[src/rtl/wb_dma_hs_pkg.sv]
// Shared types and constants for the DMA hardware-handshake controller.
package wb_dma_hs_pkg;

  localparam int CH_NUM_DEF = 31;
  localparam int CH_IDX_W   = 5;

  typedef enum logic [2:0] {
    ST_IDLE   = 3'd0,
    ST_PEND   = 3'd1,
    ST_BUSY   = 3'd2,
    ST_ACK    = 3'd3,
    ST_WAITLO = 3'd4
  } ch_state_e;

endpackage

[src/rtl/wb_dma_hs_ch.sv]
// One channel: req/nd synchroniser plus four-phase handshake FSM.
// Synchroniser depth: two flops with WB_DMA_HS_SYNC_EN defined, otherwise one.
module wb_dma_hs_ch
  import wb_dma_hs_pkg::*;
(
  input  logic clk,
  input  logic rst,
  input  logic req_i,
  input  logic nd_i,
  input  logic ch_en,
  input  logic ch_hs,
  input  logic start,
  input  logic done,
  output logic valid,
  output logic req_s,
  output logic nd_s,
  output logic ack_o,
  output logic busy
);

  ch_state_e state_r;
  ch_state_e state_nxt_s;

`ifdef WB_DMA_HS_SYNC_EN
  logic [1:0] req_sync_r;
  logic [1:0] nd_sync_r;

  // Two-stage synchroniser for the asynchronous peripheral inputs.
  always_ff @(posedge clk or negedge rst) begin
    if (!rst) begin
      req_sync_r <= 2'b00;
      nd_sync_r  <= 2'b00;
    end else begin
      req_sync_r <= {req_sync_r[0], req_i};
      nd_sync_r  <= {nd_sync_r[0], nd_i};
    end
  end

  assign req_s = req_sync_r[1];
  assign nd_s  = nd_sync_r[1];
`else
  logic req_sync_r;
  logic nd_sync_r;

  // Single-stage capture of the peripheral inputs.
  always_ff @(posedge clk or negedge rst) begin
    if (!rst) begin
      req_sync_r <= 1'b0;
      nd_sync_r  <= 1'b0;
    end else begin
      req_sync_r <= req_i;
      nd_sync_r  <= nd_i;
    end
  end

  assign req_s = req_sync_r;
  assign nd_s  = nd_sync_r;
`endif

  // Next-state logic; software mode pins the FSM in IDLE.
  always_comb begin
    state_nxt_s = state_r;
    if (!ch_hs) begin
      state_nxt_s = ST_IDLE;
    end else begin
      case (state_r)
        ST_IDLE: begin
          if (req_s && ch_en) state_nxt_s = ST_PEND;
          else                state_nxt_s = ST_IDLE;
        end
        ST_PEND: begin
          if (start)                state_nxt_s = ST_BUSY;
          else if (!req_s || !ch_en) state_nxt_s = ST_IDLE;
          else                      state_nxt_s = ST_PEND;
        end
        ST_BUSY: begin
          if (done) state_nxt_s = ST_ACK;
          else      state_nxt_s = ST_BUSY;
        end
        ST_ACK: begin
          state_nxt_s = ST_WAITLO;
        end
        ST_WAITLO: begin
          if (!req_s) state_nxt_s = ST_IDLE;
          else        state_nxt_s = ST_WAITLO;
        end
        default: begin
          state_nxt_s = ST_IDLE;
        end
      endcase
    end
  end

  // State register; valid and ack_o are decoded from the next state so they align with it.
  always_ff @(posedge clk or negedge rst) begin
    if (!rst) begin
      state_r <= ST_IDLE;
      valid   <= 1'b0;
      ack_o   <= 1'b0;
    end else begin
      state_r <= state_nxt_s;
      valid   <= ch_hs ? (state_nxt_s == ST_PEND) : ch_en;
      ack_o   <= (state_nxt_s == ST_ACK);
    end
  end

  assign busy = (state_r == ST_BUSY);

endmodule

[src/rtl/wb_dma_hs_ctl.sv]
// DMA hardware-handshake controller: CH_NUM independent channel FSMs.
// Synchroniser depth selected by WB_DMA_HS_SYNC_EN (see wb_dma_hs_ch).
module wb_dma_hs_ctl
  import wb_dma_hs_pkg::*;
#(
  parameter int CH_NUM = CH_NUM_DEF
) (
  input  logic                clk,
  input  logic                rst,
  input  logic [CH_NUM-1:0]   req_i,
  input  logic [CH_NUM-1:0]   nd_i,
  input  logic [CH_NUM-1:0]   ch_en,
  input  logic [CH_NUM-1:0]   ch_hs,
  input  logic                de_start,
  input  logic [CH_IDX_W-1:0] ch_sel,
  input  logic                de_done,
  output logic [CH_NUM-1:0]   valid,
  output logic [CH_NUM-1:0]   req_s,
  output logic [CH_NUM-1:0]   nd_s,
  output logic [CH_NUM-1:0]   ack_o
);

  logic [CH_NUM-1:0] busy_s;
  logic [CH_NUM-1:0] start_s;
  logic              start_ok_s;

  // A new transfer may begin only if no channel is busy, or the busy one finishes this cycle.
  assign start_ok_s = de_start && ((busy_s == '0) || de_done);

  for (genvar i = 0; i < CH_NUM; i++) begin : g_ch
    assign start_s[i] = start_ok_s && (ch_sel == CH_IDX_W'(i));

    wb_dma_hs_ch u_ch (
      .clk   (clk),
      .rst   (rst),
      .req_i (req_i[i]),
      .nd_i  (nd_i[i]),
      .ch_en (ch_en[i]),
      .ch_hs (ch_hs[i]),
      .start (start_s[i]),
      .done  (de_done),
      .valid (valid[i]),
      .req_s (req_s[i]),
      .nd_s  (nd_s[i]),
      .ack_o (ack_o[i]),
      .busy  (busy_s[i])
    );
  end

endmodule

[config.mk]
export PLATFORM = sky130hd
export DESIGN_NAME = wb_dma_hs_ctl
export DESIGN_NICKNAME = d
export VERILOG_FILES = /design/src/rtl/wb_dma_hs_pkg.sv /design/src/rtl/wb_dma_hs_ch.sv /design/src/rtl/wb_dma_hs_ctl.sv
export SDC_FILE = /design/constraint.sdc
export NUM_CORES = 1
export LEC_CHECK = 0
export BUFFER_PORTS_ARGS = -buffer_cell sky130_fd_sc_hd__buf_2
export CAP_MARGIN = 5
export CORE_ASPECT_RATIO = 0.9
export CORE_MARGIN = 10
export CORE_UTILIZATION = 50
export CTS_BUF_LIST = sky130_fd_sc_hd__clkbuf_8
export DETAILED_ROUTE_END_ITERATION = 7
export PLACE_DENSITY_LB_ADDON = 0.3
export SYNTH_ARGS = -nofsm -noshare
export SYNTH_HDL_FRONTEND = slang
export SYNTH_SLANG_ARGS = --single-unit
export TNS_END_PERCENT = 30
[constraint.sdc]
create_clock -name clk -period 3.7 [get_ports clk]
set_input_delay 0.185 -clock clk [delete_from_list [all_inputs] [get_ports clk]]
set_output_delay 0.185 -clock clk [all_outputs]
set_load 0.005 [all_outputs]
Word-level counts from Yosys, hierarchy flattened
Cells that the tools add are included.

Latch bits: 0. Output and inout port bits: 124. Memories kept: 0. Memory bits (writable): 0. ROM bits: 0. Register bits after elaboration: 217. Logic and storage cells: 779. Bits of input ports: 133.

Div/mod/pow operators: 0. Multipliers: 0. $add $sub $neg: 0. $lt $le $gt $ge: 0. Mux-type cells: 218. Eq/ne operators: 216. Reduce and logical (&&, ||, !) cells: 190. Bitwise operators: 0. Shifts and indexed selects: 0.

Operators with widths (count): $pmux W3 S5 (31); $eq A3 B2 Y1 const B (93); $mux W3 (93); $eq A3 B1 Y1 const B (62); $mux W1 (94); $eq A3 B3 Y1 const B (31); $logic_not A3 Y1 (31); $eq A5 B5 Y1 const B (15); $logic_and A1 B1 Y1 (63); $logic_not A1 Y1 (62); $eq A5 B4 Y1 const B (8); $logic_or A1 B1 Y1 (32); $logic_not A31 Y1 (1); $eq A5 B3 Y1 const B (4); $eq A5 B2 Y1 const B (2); $eq A5 B1 Y1 const B (1); $logic_not A5 Y1 (1).

Depth between registers and ports, before layout
Gate-level depths: netlist (run 1).

Depth after elaboration: 10. Gate-level depth with buffers: 11. Gate-level depth less buffers: 8.

Hierarchy
From an unflattened synthesis (run 1), not the netlist that was laid out.

Cell total of the unflattened synthesis: 762. Area, all modules: 9475.3 sq um.

By module, submodules not included: wb_dma_hs_ch (area each 292.8 sq um, instances 31, cells each 22, sequential area each 175.2 sq um); wb_dma_hs_ctl (area each 399.1 sq um, instances 1, cells each 80, sequential area each 0.0 sq um).

Least setup slack after synthesis (run 1)
No wires, ideal clock.

Path type: register -> register. Start: register g_ch[16].u_ch.state_r[1]. End: register g_ch[1].u_ch.valid. Data required time: 3580 ps. Clock period less this slack: 2231 ps. Setup time: 120 ps. Buffers on the path: 2. Slack: 1469 ps. Cell stages (with the launch flop): 10. Arrival: 2111 ps. Cells stage by stage: dfrtp_1 -> nor2b_1 -> a2111oi_1 -> nand4_1 -> o31ai_2 -> buf_6 -> buf_8 -> a31oi_1 -> a21o_1 -> a31o_1.

Cells in the longest elaborated chain, start to end: 10.

RTL lines: start, declared (line wb_dma_hs_ch.sv:21) `ch_state_e state_r;`; start signal, assigned (line wb_dma_hs_ch.sv:101) `state_r <= state_nxt_s;`; $eq A3 B2 Y1 (line wb_dma_hs_ch.sv:107) `assign busy = (state_r == ST_BUSY);`; $logic_not A31 Y1 (line wb_dma_hs_ctl.sv:28) `assign start_ok_s = de_start && ((busy_s == '0) || de_done);`; $logic_or A1 B1 Y1 (line wb_dma_hs_ctl.sv:28); $logic_and A1 B1 Y1 (line wb_dma_hs_ctl.sv:28); $logic_and A1 B1 Y1 (line wb_dma_hs_ctl.sv:31) `assign start_s[i] = start_ok_s && (ch_sel == CH_IDX_W'(i));`; $mux W3 (line wb_dma_hs_ch.sv:72) `if (start) state_nxt_s = ST_BUSY;`; $pmux W3 S5 (line wb_dma_hs_ch.sv:66) `case (state_r)`; $mux W3 (line wb_dma_hs_ch.sv:63) `if (!ch_hs) begin`; $eq A3 B1 Y1 (line wb_dma_hs_ch.sv:102) `valid <= ch_hs ? (state_nxt_s == ST_PEND) : ch_en;`; $mux W1 (line wb_dma_hs_ch.sv:102); end signal, assigned (line wb_dma_hs_ch.sv:102); end, declared (line wb_dma_hs_ch.sv:14) `output logic valid,`.

Every way passes these cells.

Worst setup path after layout (run 1)
Start: register g_ch[10].u_ch.state_r[1]. End: register g_ch[0].u_ch.valid.

Cells in the longest elaborated chain, start to end: 10.

RTL lines (line): start, declared (wb_dma_hs_ch.sv:21); start signal, assigned (wb_dma_hs_ch.sv:101); $eq A3 B2 Y1 (wb_dma_hs_ch.sv:107); $logic_not A31 Y1 (wb_dma_hs_ctl.sv:28); $logic_or A1 B1 Y1 (wb_dma_hs_ctl.sv:28); $logic_and A1 B1 Y1 (wb_dma_hs_ctl.sv:28); $logic_and A1 B1 Y1 (wb_dma_hs_ctl.sv:31); $mux W3 (wb_dma_hs_ch.sv:72); $pmux W3 S5 (wb_dma_hs_ch.sv:66); $mux W3 (wb_dma_hs_ch.sv:63); $eq A3 B1 Y1 (wb_dma_hs_ch.sv:102); $mux W1 (wb_dma_hs_ch.sv:102); end signal, assigned (wb_dma_hs_ch.sv:102); end, declared (wb_dma_hs_ch.sv:14).

Every way passes these cells.

==> results.yml, run 1 <==
logic_synthesis:
  async_flop_share: 1.00
  synthesis.nets: 1150
  syn-mean-instance-area_um2: 10.2
  synthSimpleGateAreaFrac: 0.230
  synth_mux_area_frac: 0.00218
  synth_compound_area_frac: 0.128
  syn_inst: 1017
  synth_top_cell_by_area: "dfrtp_1"
  ys_seq_elements: 217
  yosysSeqAreaShare: 0.525
  synthDistinctLibCells: 70
  synthTopCellsByCount: "dfrtp_1 (217), buf_4 (124), nand2_1 (107)"
  synth_ff_type: "dfrtp_1"
  yosysMostFrequentCell: "dfrtp_1"
  synth_area_um2: 10300
  synth_top_family_by_area: "simple AND/OR/NAND/NOR gates"
  synth.area.top_cells: "dfrtp_1 (52%), buf_4 (9.0%), nand2_1 (3.9%)"
  synth_top_cell_area_share: 0.525
  synth_edf_count: 0
  yosys.area_share.adder: 0
  ys_warn_count: 0
  synth-xor-area-share: 0
worst_setup_path:
  max_stage_delay_ps: 560
  crit_fanout: 15
  rr_startpoint: "g_ch[10].u_ch.state_r[1]$_DFF_PN0_"
  slowest_stage: "dlygate4sd3_1"
  cp_top_family: "compound AO/OA/AOI/OAI gates"
  crit_path_start: "g_ch[10].u_ch.state_r[1]$_DFF_PN0_"
  end_kind: "register"
  crit_required_ps: 4100
  startpoint_type: "register"
  crit_buf_inv: 2
  critPathKind: "register to register"
  cp_cell_sequence: "nor2b_1 > a2111oi_0 > o2111ai_1 > o31ai_4 > buf_4 > nand3_1 > a22oi_1 > o32ai_1 > dlygate4sd3_1"
  cp.arrival_ps: 3940
sta:
  finalMaxSlewViolations: 0
  fin_crit_sh: 0.956
  worst_slew_pin_slew_ps: 880
  clock.fmax_mhz: 283
  tns_ps: 0
  layout_setup_ws_ps: 163
  fin_worst_skew_ps: 15.9
  hold_viol: 0
  finalSetupViolCount: 0
  max_slew_margin: 0.413
  rsz0062_at_grt: "false"
  period_minus_slack_ps: 3540
drt:
  viasPerCell: 5.35
  wl_um: 28400
  drcViolationCount: 0
  routedWlPerCell_um: 17.8
  vias: 8542
  drt_pass1_iterations: 6
  drt_iter0_drc: 675
  ant_nets: 0
status:
  status: "completed"
hold_path:
  hp-class: "input port to register"
  hp-start: "ch_en[11]"
die:
  core.rowCount: 49
  die_height_um: 156
  die_w_um: 172
  ios: 257
  die_area_um2: 26900
  core-area_um2: 20200
  start_util: 0.513
layout:
  drive_above_1_share: 0.262
  final_nets: 1447
  multiInputGateArea_um2: 3730
  syn_to_final_growth_pct: 26.5
  n_fill_cell: 1639
  seq_area_um2: 5430
  utilization: 0.649
place:
  io_buffers: 256
  gp_congestion: 0.888
  dpl.hpwl_um: 19600
  dpl_worst_slack_ps: 494
cts:
  cts-root-to-sink-buffers: 3
  insertion_delay_ps: 530
  cts_setup_buffers: 0
  cts_root_buffer: "clkbuf_8"
  cts_tree: "yes"
  clkTransAtPathRegs_ps: 60
  h-tree-depth: 2
  cts.sinks: 217
  cts_buffers: 38
power:
  total_leakage_power_nw: 6.38
  power.density_nw_per_um2: 396
  ir_drop_mv: 0.321
  report.power.total_mw: 5.19
global_routing:
  grt_pass1_wl_um: 44600
  grt_max_degree: 120
  grt_pass1_vias: 8665
  gr-total-overflow: 0
  antenna_found_initial: 4
  grt_usage: 0.207
flow_run:
  drv_cap: 0
metal layers:
metal | GRT usage | vias to the layer above | part of all wire
met5 | 0 | - | 0
met4 | 0.0687 | 0 | 0.019
met3 | 0.0614 | 47 | 0.087
met2 | 0.334 | 331 | 0.46
met1 | 0.261 | 4124 | 0.43
li1 | - | 4040 | -
through the flow:
stage          hold slack, ps  area, µm²  instances
2_1_floorplan            -111      10300       1017
3_3_place_gp              292      11000       1397
3_5_place_dp              294      11000       1397
4_1_cts                  26.7      13100       1593
5_1_grt                  77.4      13100       1596
6_report                 51.1      13100       1598
final cells by class:
class	instances	share of cell area
Sequential cell	217	0.415
Timing Repair Buffer	399	0.206
Inverter	43	0.0123
Multi-Input combinational cell	615	0.285
Tap cell	255	0.0244
Clock buffer	47	0.0494
Antenna cell	5	0.000956
Clock inverter	17	0.00717
cell usage in the layout, fill, tap and decap left out, types with 5 or more instances in the layout:
master	netlist	final
buf_2	3	255
dlygate4sd3_1	0	132
and3_1	18	18
diode_2	0	5
a21boi_0	7	7
nand4b_1	8	8
o32ai_1	7	7
nor2_1	64	64
o21ai_0	32	32
nor4bb_1	13	13
nand3b_1	21	21
nor3_1	34	34
o21a_1	17	17
dfrtp_1	217	217
a21o_1	8	8
inv_1	43	56
a31oi_1	24	24
a21oi_1	39	39
nand2b_1	24	24
a31o_2	5	5
nor4b_1	7	7
nand4_1	5	5
nor3b_1	25	25
a22o_1	6	6
and2_1	15	15
nand3_1	12	12
buf_4	124	11
nor2b_1	43	43
nand2_1	107	107
o22ai_1	11	11
clkbuf_8	0	47
state kept, by name, indices dropped and copies added, names as in the netlist:
register           flops
g_ch.u_ch.state_r     93
g_ch.u_ch.req_s       31
g_ch.u_ch.valid       31
g_ch.u_ch.nd_s        31
g_ch.u_ch.ack_o       31
power breakdown:
part / internal [mW] / switching [mW]
sequential: 2.45 / 0.0576
clock: 1.21 / 0.951
combinational: 0.267 / 0.253
total: 3.92 / 1.26
final timing paths:
check | cells after the start | to | slack [ps]
hold reg to reg | 1 | g_ch[27].u_ch.state_r[1]$_DFF_PN0_ | 480
max in group asynchronous | 3 | g_ch[6].u_ch.state_r[2]$_DFF_PN0_ | 2230
setup / recovery | 9 | g_ch[0].u_ch.valid$_DFF_PN0_ | 160
min in group asynchronous | 2 | g_ch[10].u_ch.state_r[2]$_DFF_PN0_ | 350
hold / removal | 5 | g_ch[11].u_ch.state_r[0]$_DFF_PN0_ | 50
setup reg to reg | 9 | g_ch[0].u_ch.valid$_DFF_PN0_ | 160
logic make-up (layout without fill, tap and decap cells):
group / count (synthesis) / count (layout)
simple gates: 420 / 420
flops: 217 / 217
compound gates: 193 / 193
buf+inv: 185 / 506
mux: 2 / 2
other cells: 0 / 5
worst min-delay path, stage by stage:
cell,delay (ps)
buf_2,100
nand2_1,60
o22ai_1,70
nand2_1,80
a31oi_1,40
repair_timing:
| item | CTS | global route |
|---|---|---|
| resized for setup | 0 | 2 |
| hold buffers | 132 | 0 |
| hold endpoints to repair | 283 | 0 |
| setup endpoints to repair | 0 | 15 |
No activity file was read; power rests on OpenSTA's default activity.
==> run 2: changes to the inputs <==
CTS_CLUSTER_DIAMETER = 200   (was default)
PLACE_DENSITY = 0.76   (was default)
PLACE_DENSITY_LB_ADDON = default   (was 0.3)
==> run 2 against run 1 <==
Compared with the run above:
- maximum frequency up 4.0%
- clock skew about the same
- clock power down 5%
- total power down 2.1%
- cell area down 0.54%
- critical path type unchanged
- register-to-register slack better by 140 ps
- global-route usage down 0.51 points
- count of clock-buffer cells in the layout down 4
- via count down 0.83%
- critical endpoint is now g_ch[18].u_ch.valid$_DFF_PN0_
- sequential share of layout area up 0.22 points
- worst setup slack better by 140 ps
==> results.yml, run 2 (synthesized netlist as in run 1, its figures left out) <==
worst_setup_path:
  crit_fanout: 7
  cp.arrival_ps: 3790
  end_kind: "register"
  crit_required_ps: 4090
  critPathKind: "register to register"
  cp_cell_sequence: "nor2b_1 > a2111oi_0 > o2111ai_1 > o31ai_4 > buf_4 > nand3_1 > a31oi_2 > o32ai_1 > dlygate4sd3_1"
  max_stage_delay_ps: 570
  startpoint_type: "register"
  slowest_stage: "dlygate4sd3_1"
flow_run:
  drv_cap: 0
global_routing:
  grt_max_degree: 113
  grt_usage: 0.202
  gr-total-overflow: 0
  grt_pass1_wl_um: 43700
  grt_pass1_vias: 8441
  antenna_found_initial: 5
place:
  io_buffers: 256
  dpl_cell_area_um2: 11000
  dpl.hpwl_um: 19400
  gp_congestion: 0.906
layout:
  utilization: 0.645
  largest_reg_flops: 93
  final_area_um2: 13000
  syn_to_final_growth_pct: 25.8
  layout_commonest_cell: "buf_2"
  drive_above_1_share: 0.261
  regMostFlops: "g_ch.u_ch.state_r"
  final_cell_mix: "buf_2 (255), dfrtp_1 (217), dlygate4sd3_1 (127)"
  final_nets: 1441
sta:
  max_slew_margin: 0.427
  finalMaxSlewViolations: 0
  rsz0062_at_grt: "false"
  period_minus_slack_ps: 3400
  hold_viol: 0
  worst_slew_pin_slew_ps: 859
  clock.fmax_mhz: 294
  fin_crit_sh: 0.919
  fin_worst_skew_ps: 16.0
  tns_ps: 0
  finalSetupViolCount: 0
cts:
  insertion_delay_ps: 510
  cts_root_buffer: "clkbuf_8"
  cts_tree: "yes"
  clkTransAtPathRegs_ps: 60
  h-tree-depth: 2
  cts-root-to-sink-buffers: 3
  cts.sinks: 217
  cts_buffers: 37
power:
  ir_drop_mv: 0.273
  total_leakage_power_nw: 6.36
  pwr-share-clk: 0.404
  internal-power_mw: 3.84
  p_comb_frac: 0.103
  power.density_nw_per_um2: 390
  sw_frac_of_total: 0.244
  power_frac_seq: 0.494
  power.switching_mw: 1.24
drt:
  viasPerCell: 5.33
  ant_nets: 0
  vias: 8471
  routedWlPerCell_um: 17.6
  drt_pass1_iterations: 5
  wl_um: 28000
  drcViolationCount: 0
  drt_iter0_drc: 586
die:
  ios: 257
  die_height_um: 156
  core.rowCount: 49
  start_util: 0.513
  die_w_um: 172
  core-area_um2: 20200
  die_area_um2: 26900
status:
  status: "completed"
hold_path:
  hp-class: "input port to register"
==> run 2: cell count changes in the layout (fill, tap and decap cells not counted), moves of 2 or more <==
cell	previous run	this run
dlygate4sd3_1	132	127
clkbuf_8	47	43
inv_1	56	60
buf_12	0	2
buf_4	11	9
diode_2	5	3
==> run 2: power by group through the flow <==
stage	logic [mW]	registers [mW]	clock network [mW]
final	0.522	2.51	2.05
after global routing	0.576	2.51	2.22
after CTS	0.521	2.50	2.11
after detailed placement	0.408	2.54	0
after global placement	0.401	2.54	0
after floorplan	0.241	2.53	0
==> run 2: layout make-up <==
type / count / area, µm²
multi-input cells: 615 / 3730
flip-flops and latches: 217 / 5430
well taps: 255 / 319
inverters: 43 / 161
diodes: 3 / 7.51
clock buffers: 43 / 592
clock inverters: 20 / 104
repair buffers: 394 / 2670
fillers: 1580 / 7150
==> run 2: stage by stage <==
stage                     cells  setup WS [ps]  hold slack (ps)  power, mW
after floorplan            1017           1470             -111       2.77
after global placement     1395            488              292       2.94
final                      1590            300             33.8       5.07
after detailed placement   1395            481              294       2.95
after global routing       1590            135             54.7       5.31
after CTS                  1585           32.9             17.3       5.13
==> run 2: layer usage <==
layer | part of all wire | vias to the layer above | GRT usage
met5 | 0.0011 | - | 0
met4 | 0.026 | 4 | 0.0749
met3 | 0.10 | 62 | 0.0679
met2 | 0.45 | 361 | 0.315
met1 | 0.42 | 4030 | 0.256
li1 | - | 4014 | -
==> run 2: final timing paths <==
kind | from | end | slack (ps) | cells after the start
setup reg to reg | g_ch[10].u_ch.state_r[1]$_DFF_PN0_ | g_ch[18].u_ch.valid$_DFF_PN0_ | 300 | 9
hold / removal | ch_en[3] | g_ch[3].u_ch.state_r[0]$_DFF_PN0_ | 30 | 3
setup / recovery | g_ch[10].u_ch.state_r[1]$_DFF_PN0_ | g_ch[18].u_ch.valid$_DFF_PN0_ | 300 | 9
hold reg to reg | g_ch[27].u_ch.state_r[2]$_DFF_PN0_ | g_ch[27].u_ch.state_r[1]$_DFF_PN0_ | 460 | 1
min in group asynchronous | rst | g_ch[10].u_ch.nd_s$_DFF_PN0_ | 340 | 2
max in group asynchronous | rst | g_ch[25].u_ch.ack_o$_DFF_PN0_ | 2470 | 3
==> run 2: what timing repair did <==
action	4_1_cts	5_1_grt
hold buffers	127	0
resized for setup	0	2
hold endpoints to repair	270	0
setup endpoints to repair	0	7
buffers inserted	0	2
==> run 2: critical path: cells and delay by family, from the launching register on <==
family,cells,cell delay (ps)
AO/OA/AOI/OAI,5,1720
flip-flops,1,430
AND/OR/NAND/NOR,2,350
buffers and inverters,2,780
